File: src/rtl/demo_txn_sequencer_pkg.sv
// Shared types for the demo transaction sequencer:
// FSM states, mode_sel encodings and the per-transaction mode helper.
package demo_seq_pkg;

    typedef enum logic [2:0] {
        IDLE,
        SETUP,
        PULSE,
        WAIT,
        NEXT,
        DONE
    } state_e;

    localparam logic [1:0] MODE_ALT_W = 2'd0;
    localparam logic [1:0] MODE_ALL_W = 2'd1;
    localparam logic [1:0] MODE_ALL_R = 2'd2;
    localparam logic [1:0] MODE_ALT_R = 2'd3;

    // 1 = write for transaction index k
    function automatic logic mode_for(
        input logic [1:0] sel,
        input int unsigned k
    );
        logic w;
        w = 1'b1;
        unique case (sel)
            MODE_ALT_W: w = ~k[0];
            MODE_ALL_W: w = 1'b1;
            MODE_ALL_R: w = 1'b0;
            MODE_ALT_R: w = k[0];
        endcase
        return w;
    endfunction

endpackage

File: src/rtl/demo_txn_sequencer_if.sv
// Bundle of the N_CH demo ports driven by the sequencer.
// master = sequencer side, slave = demo bus masters.
interface demo_txn_sequencer_if #(
    parameter int N_CH = 2
);
    logic [N_CH-1:0] demo_start;
    logic [N_CH-1:0] demo_mode;
    logic [N_CH-1:0] demo_ready;

    modport master (
        output demo_start,
        output demo_mode,
        input  demo_ready
    );

    modport slave (
        input  demo_start,
        input  demo_mode,
        output demo_ready
    );
endinterface

File: src/rtl/demo_txn_sequencer_rr_next_sel.sv
// Round-robin pick: next set bit of i_mask above i_cur, wrapping.
// Returns i_cur itself when it is the only set bit.
module rr_next_sel #(
    parameter int N_CH = 2,
    parameter int CH_W = 1
) (
    input  logic [N_CH-1:0] i_mask,
    input  logic [CH_W-1:0] i_cur,
    output logic [CH_W-1:0] o_next
);
    logic [CH_W-1:0] w_idx;

    // descending scan: the smallest offset is written last and wins
    always_comb begin
        o_next = i_cur;
        w_idx  = i_cur;
        for (int i = N_CH; i >= 1; i--) begin
            w_idx = CH_W'((int'(i_cur) + i) % N_CH);
            if (i_mask[w_idx]) o_next = w_idx;
        end
    end
endmodule

File: src/rtl/demo_txn_sequencer.sv
// Issues programmed write/read transactions round-robin over
// enabled demo ports, with completion timeout and status.
module demo_txn_sequencer
    import demo_seq_pkg::*;
#(
    parameter int N_CH      = 2,
    parameter int CNT_W     = 8,
    parameter int SETUP_CYC = 2,
    parameter int PULSE_CYC = 1,
    parameter int MIN_GAP   = 4,
    parameter int TO_W      = 12,
    localparam int CH_W     = (N_CH > 1) ? $clog2(N_CH) : 1
) (
    input  logic             clk,
    input  logic             rst_n,
    input  logic             i_run,
    input  logic             i_abort,
    input  logic [CNT_W-1:0] i_num_txn,
    input  logic [1:0]       i_mode_sel,
    input  logic [N_CH-1:0]  i_ch_en,
    demo_txn_sequencer_if.master bus,
    output logic             o_busy,
    output logic             o_done,
    output logic             o_timeout_err,
    output logic [CNT_W-1:0] o_txn_done_cnt,
    output logic [CH_W-1:0]  o_err_ch
);
    localparam logic [TO_W-1:0] TO_LAST = ~TO_W'(1);

    state_e           r_state;
    logic             r_run_q;
    logic [CNT_W-1:0] r_num;
    logic [1:0]       r_sel;
    logic [N_CH-1:0]  r_en;
    logic [CH_W-1:0]  r_ch;
    logic [CNT_W-1:0] r_k;
    logic [TO_W-1:0]  r_to;
    logic [N_CH-1:0]  r_start;
    logic [N_CH-1:0]  r_mode;
    logic             r_busy;
    logic             r_done;
    logic             r_to_err;
    logic [CNT_W-1:0] r_cnt;
    logic [CH_W-1:0]  r_err_ch;

    logic             w_run_edge;
    logic [N_CH-1:0]  w_mask;
    logic [CH_W-1:0]  w_cur;
    logic [CH_W-1:0]  w_next;
    logic [CNT_W-1:0] w_k1;

    assign w_run_edge = i_run & ~r_run_q;
    assign w_k1       = r_k + CNT_W'(1);

    // in IDLE, searching above the top index yields the lowest set bit
    assign w_mask = (r_state == IDLE) ? i_ch_en : r_en;
    assign w_cur  = (r_state == IDLE) ? CH_W'(N_CH - 1) : r_ch;

    rr_next_sel #(
        .N_CH (N_CH),
        .CH_W (CH_W)
    ) u_rr (
        .i_mask (w_mask),
        .i_cur  (w_cur),
        .o_next (w_next)
    );

    always_ff @(posedge clk or negedge rst_n) begin
        if (!rst_n) begin
            r_state  <= IDLE;
            r_run_q  <= 1'b0;
            r_num    <= '0;
            r_sel    <= '0;
            r_en     <= '0;
            r_ch     <= '0;
            r_k      <= '0;
            r_to     <= '0;
            r_start  <= '1;
            r_mode   <= '1;
            r_busy   <= 1'b0;
            r_done   <= 1'b0;
            r_to_err <= 1'b0;
            r_cnt    <= '0;
            r_err_ch <= '0;
        end else begin
            r_run_q <= i_run;
            if (i_abort) begin
                r_state <= IDLE;
                r_busy  <= 1'b0;
                r_start <= '1;
            end else begin
                unique case (r_state)
                    IDLE: if (w_run_edge) begin
                        r_num    <= i_num_txn;
                        r_sel    <= i_mode_sel;
                        r_en     <= i_ch_en;
                        r_ch     <= w_next;
                        r_k      <= '0;
                        r_to     <= '0;
                        r_done   <= 1'b0;
                        r_cnt    <= '0;
                        r_busy   <= 1'b1;
                        r_to_err <= ~|i_ch_en;
                        if (i_num_txn == '0 || i_ch_en == '0)
                            r_state <= DONE;
                        else
                            r_state <= SETUP;
                    end
                    SETUP: begin
                        r_mode[r_ch] <= mode_for(r_sel, 32'(r_k));
                        if (r_to == TO_W'(SETUP_CYC - 1)) begin
                            r_to          <= '0;
                            r_start[r_ch] <= 1'b0;
                            r_state       <= PULSE;
                        end else begin
                            r_to <= r_to + TO_W'(1);
                        end
                    end
                    PULSE: begin
                        if (r_to == TO_W'(PULSE_CYC - 1)) begin
                            r_to    <= '0;
                            r_start <= '1;
                            r_state <= WAIT;
                        end else begin
                            r_to <= r_to + TO_W'(1);
                        end
                    end
                    WAIT: begin
                        if (r_to >= TO_W'(MIN_GAP) &&
                            bus.demo_ready[r_ch]) begin
                            if (r_cnt != '1)
                                r_cnt <= r_cnt + CNT_W'(1);
                            r_state <= NEXT;
                        end else if (r_to == TO_LAST) begin
                            r_to_err <= 1'b1;
                            r_err_ch <= r_ch;
                            r_state  <= DONE;
                        end else begin
                            r_to <= r_to + TO_W'(1);
                        end
                    end
                    NEXT: begin
                        r_k  <= w_k1;
                        r_to <= '0;
                        if (w_k1 == r_num) begin
                            r_state <= DONE;
                        end else begin
                            r_ch    <= w_next;
                            r_state <= SETUP;
                        end
                    end
                    DONE: begin
                        r_done  <= 1'b1;
                        r_busy  <= 1'b0;
                        r_state <= IDLE;
                    end
                    default: r_state <= IDLE;
                endcase
            end
        end
    end

    assign bus.demo_start  = r_start | {N_CH{i_abort}};
    assign bus.demo_mode   = r_mode;
    assign o_busy          = r_busy;
    assign o_done          = r_done;
    assign o_timeout_err   = r_to_err;
    assign o_txn_done_cnt  = r_cnt;
    assign o_err_ch        = r_err_ch;
endmodule

File: src/flat_wrapper.sv
// flat-port wrapper written by rule: the top's interface ports become plain ports
module demo_txn_sequencer_flat import demo_seq_pkg::*;
#(
    parameter int N_CH      = 2,
    parameter int CNT_W     = 8,
    parameter int SETUP_CYC = 2,
    parameter int PULSE_CYC = 1,
    parameter int MIN_GAP   = 4,
    parameter int TO_W      = 12,
    localparam int CH_W     = (N_CH > 1) ? $clog2(N_CH) : 1
)
  (clk, rst_n, i_run, i_abort, i_num_txn, i_mode_sel, i_ch_en, o_busy, o_done, o_timeout_err, o_txn_done_cnt, o_err_ch, bus_demo_start, bus_demo_mode, bus_demo_ready);
  demo_txn_sequencer_if #(.N_CH(N_CH)) bus_i ();
  input  logic clk;
  input  logic rst_n;
  input  logic i_run;
  input  logic i_abort;
  input  logic [CNT_W-1:0] i_num_txn;
  input  logic [1:0] i_mode_sel;
  input  logic [N_CH-1:0] i_ch_en;
  output logic o_busy;
  output logic o_done;
  output logic o_timeout_err;
  output logic [CNT_W-1:0] o_txn_done_cnt;
  output logic [CH_W-1:0] o_err_ch;
  output wire logic [$bits(bus_i.demo_start)-1:0] bus_demo_start;
  output wire logic [$bits(bus_i.demo_mode)-1:0] bus_demo_mode;
  input wire logic [$bits(bus_i.demo_ready)-1:0] bus_demo_ready;
  assign bus_demo_start = bus_i.demo_start;
  assign bus_demo_mode = bus_i.demo_mode;
  assign bus_i.demo_ready = bus_demo_ready;
  demo_txn_sequencer #(.N_CH(N_CH), .CNT_W(CNT_W), .SETUP_CYC(SETUP_CYC), .PULSE_CYC(PULSE_CYC), .MIN_GAP(MIN_GAP), .TO_W(TO_W)) u_core (.clk(clk), .rst_n(rst_n), .i_run(i_run), .i_abort(i_abort), .i_num_txn(i_num_txn), .i_mode_sel(i_mode_sel), .i_ch_en(i_ch_en), .bus(bus_i), .o_busy(o_busy), .o_done(o_done), .o_timeout_err(o_timeout_err), .o_txn_done_cnt(o_txn_done_cnt), .o_err_ch(o_err_ch));
endmodule
File: config.mk
export PLATFORM = sky130hd
export DESIGN_NAME = demo_txn_sequencer_flat
export DESIGN_NICKNAME = d
export VERILOG_FILES = /design/src/rtl/demo_txn_sequencer_pkg.sv /design/src/rtl/demo_txn_sequencer_if.sv /design/src/rtl/demo_txn_sequencer_rr_next_sel.sv /design/src/rtl/demo_txn_sequencer.sv /design/src/flat_wrapper.sv
export SDC_FILE = /design/constraint.sdc
export NUM_CORES = 1
export LEC_CHECK = 0
export BUFFER_PORTS_ARGS = -buffer_cell sky130_fd_sc_hd__clkbuf_2
export CAP_MARGIN = 20
export CORE_ASPECT_RATIO = 1.1
export CORE_MARGIN = 3
export CORE_UTILIZATION = 55
export DETAILED_ROUTE_END_ITERATION = 10
export GPL_ROUTABILITY_DRIVEN = 0
export PLACE_DENSITY = 0.76
export SYNTH_ARGS = -nofsm -noshare
export SYNTH_HDL_FRONTEND = slang
export SYNTH_SLANG_ARGS = --single-unit
File: constraint.sdc
create_clock -name clk -period 2.4 [get_ports clk]
set_clock_uncertainty 0.15 [all_clocks]
set_input_delay 0.48 -clock clk [delete_from_list [all_inputs] [get_ports clk]]
set_output_delay 0.48 -clock clk [all_outputs]
set_load 0.02 [all_outputs]
==> flow_summary.ini <==
[run_status]
status = completed

[clock_tree]
clkLatencyLatePin_ns = 0.30
h-tree-depth = 2
cts_buffers = 5
cts_buffer_depth = 2
cts_resized = 0
cts_root_buffer = clkbuf_8
path_clk_slew_ns = 0.09
numClockSinks = 53
tritoncts = done

[drt]
vias_per_cell = 5.83
drc = 0
dr.pass1.iters = 5
drt_iter0_drc = 134
vias = 2678
routed_wl_um = 6780
ant_nets = 0
post_drt_wl_per_cell_um = 14.8

[finish]
most-common-layout-cells = nand2_1 (58), dfrtp_1 (49), nor2_1 (33), clkbuf_2 (33), o21ai_0 (24)
nets = 410
antenna_cells = 0
areaGrowthSynthToFinish_pct = 13.7
final_cells = 459
post-route-util_pct = 67.3
final_common_cell = nand2_1
drive_gt1_share_pct = 22.7

[floorplan]
core-area_mm2 = 0.00520
start_util_pct = 59.2
row_count = 27
ios = 34
die-area_mm2 = 0.00653
die-height_um = 84.5
chipWidth_um = 77.3

[place]
io_buffers = 33
place_hpwl_um = 5030
dpl.cell_count = 449

[setup_path]
worstSetupPathType = flip-flop to flip-flop
startpoint_type = flip-flop
r2r_slack_ns = 0.10
cp_max_fo = 5
crit_path_end_kind = flip-flop
r2r_end = u_core.r_ch$_DFFE_PN0P_
r2r_start = u_core.r_k[0]$_DFFE_PN0P_
crit_required_ns = 2.44
crit_path_start = u_core.r_k[0]$_DFFE_PN0P_
cp.arrival_ns = 2.34
r2r_cells = 7

[hold_path]
min_path_type = input port to flip-flop
hold_end = u_core.r_run_q$_DFF_PN0_
holdPathStages = 1
hold_start = i_run

[logic_synthesis]
synth-edff-count = 0
yosys_warnings = 0
synth-seq-cells = 53
synthArstFlopShare_pct = 100
synth_fp_nets = 365
yosysSeqAreaShare_pct = 43.2
ys_types = 55
syn_area_mm2 = 0.00308
synth_top_area_share_pct = 39.8
ys_dominant_reg_cell = dfrtp_1
ys_top_cells_by_area = dfrtp_1 (40%), nand2_1 (7.1%), nor2_1 (4.0%)
avgSynthCellArea_um2 = 9.03
synth_area_leader_cell = dfrtp_1
netlist_instances = 341

[sta]
finalHoldViolCount = 0
report.final.setup_viol = 0
timing.fmax_mhz = 435
rsz0062_at_grt = false
relSlewSlack_pct = 67.7
finalSetupTns_ns = 0
worstMarginPinSlew_ns = 0.484
finalWorstPathRequiredPeriod_ns = 2.30
timing.final.crit_share_pct = 95.8
slew_violations = 0

[global_routing]
grt_pass1_wl_um = 11600
grt_antenna_before_repair = 0
grt_start_max_net_pins = 26
grt_pass1_vias = 2499
grt_usage_pct = 21.7
grt_overflow = 0

[flow_run]
max_cap_violations = 0

[power]
leakagePower_nw = 1.58
ir_worst_vdd_mv = 0.423
pwr_density_cell_mw_per_mm2 = 686
-- cells by family after synthesis --
family,Yosys count,share of synthesized area (%)
XOR/XNOR,22,6.26
adder cells (fa/ha/maj),6,2.44
flip-flops,53,43.2
buffers and inverters,23,3.66
AND/OR/NAND/NOR,169,28.7
AO/OA/AOI/OAI,63,13.8
multiplexers,5,1.91
-- power breakdown --
group	internal (mW)	leakage (nW)	switching [mW]
registers	1.05	0.698	0.127
logic	0.306	0.831	0.390
clock network	0.235	0.0512	0.296
total	1.59	1.58	0.812
-- synthesized netlist by cell type (2+ instances only) --
cell and count:
nand2_1 58, dfrtp_1 49, nor2_1 33, o21ai_0 24, nand3_1 16, xnor2_1 13
a21oi_1 10, nand2b_1 9, xor2_1 9, inv_1 8, nor4_1 7, nor4_2 7
buf_2 6, clkbuf_1 6, ha_1 6, nand4_1 6, and3_1 4, and4_1 4
dfstp_2 4, nor3_1 4, o31ai_1 4, or3_1 4, a32o_1 3, mux2_2 3
o41ai_1 3, or2_2 3, a221o_1 2, a31o_2 2, and2_1 2, buf_6 2
nor2b_1 2, nor3_2 2, nor4b_1 2, o2111ai_1 2, o21a_1 2
-- sequential cells by signal, summed over array words and instances (netlist names) --
signal and cells:
u_core.r_run_q 1, u_core.r_sel 2, u_core.o_err_ch 1, u_core.o_txn_done_cnt 8, u_core.r_num 8, u_core.o_done 1, u_core.o_busy 1, u_core.bus.demo_mode 2
u_core.r_en 2, u_core.r_ch 1, u_core.r_state 3, u_core.r_start 2, u_core.o_timeout_err 1, u_core.r_to 12, u_core.r_k 8
-- how the worst max path moves through the flow --
| stage | end | cells past startpoint |
|---|---|---|
| 2_1_floorplan | u_core.r_ch$_DFFE_PN0P_ | 7 |
| 3_3_place_gp | u_core.r_ch$_DFFE_PN0P_ | 7 |
| 3_5_place_dp | u_core.r_ch$_DFFE_PN0P_ | 7 |
| 4_1_cts | u_core.r_ch$_DFFE_PN0P_ | 7 |
| 5_1_grt | u_core.r_ch$_DFFE_PN0P_ | 7 |
| 6_report | u_core.r_ch$_DFFE_PN0P_ | 7 |
-- layout make-up --
class | count | area (um^2)
inverter | 8 | 30.0
clock buffer | 6 | 82.6
fill | 453 | 1700
multi-input combinational | 265 | 1640
timing repair buffer | 53 | 318
tap | 72 | 90.1
clock inverter | 2 | 13.8
sequential | 53 | 1330
-- timing repair --
| action | 4_1_cts | 5_1_grt |
|---|---|---|
| hold endpoints to repair | 9 | 0 |
| setup buffers | 0 | 1 |
| hold buffers | 1 | 0 |
| endpoints found under the setup margin | 0 | 1 |
-- layer usage --
| layer | track usage (%) | wire length, um |
|---|---|---|
| met5 | 0 | 0 |
| met3 | 3.11 | 290 |
| met1 | 28.3 | 3070 |
| met2 | 37.2 | 3290 |
| met4 | 6.96 | 130 |
-- worst max-delay path, cell delays in order, from the launching register on --
cell	delay (ns)
dfrtp_1	0.44
ha_1	0.21
nand3_2	0.12
or3_1	0.40
a211oi_2	0.22
nand4_1	0.17
nor2b_1	0.19
mux2_4	0.29
-- stage by stage --
stage	setup slack, ns	power, mW	cell area [um^2]	hold slack [ns]
finish	0.102	2.40	3500	0.163
detailed placement	0.131	1.89	3390	0.263
floorplan	0.216	1.66	3080	0.0344
global placement	0.206	1.86	3390	0.262
global route	0.00299	2.56	3500	0.160
CTS	0.0928	2.42	3490	0.160
No activity file was read; power rests on OpenSTA's default activity.
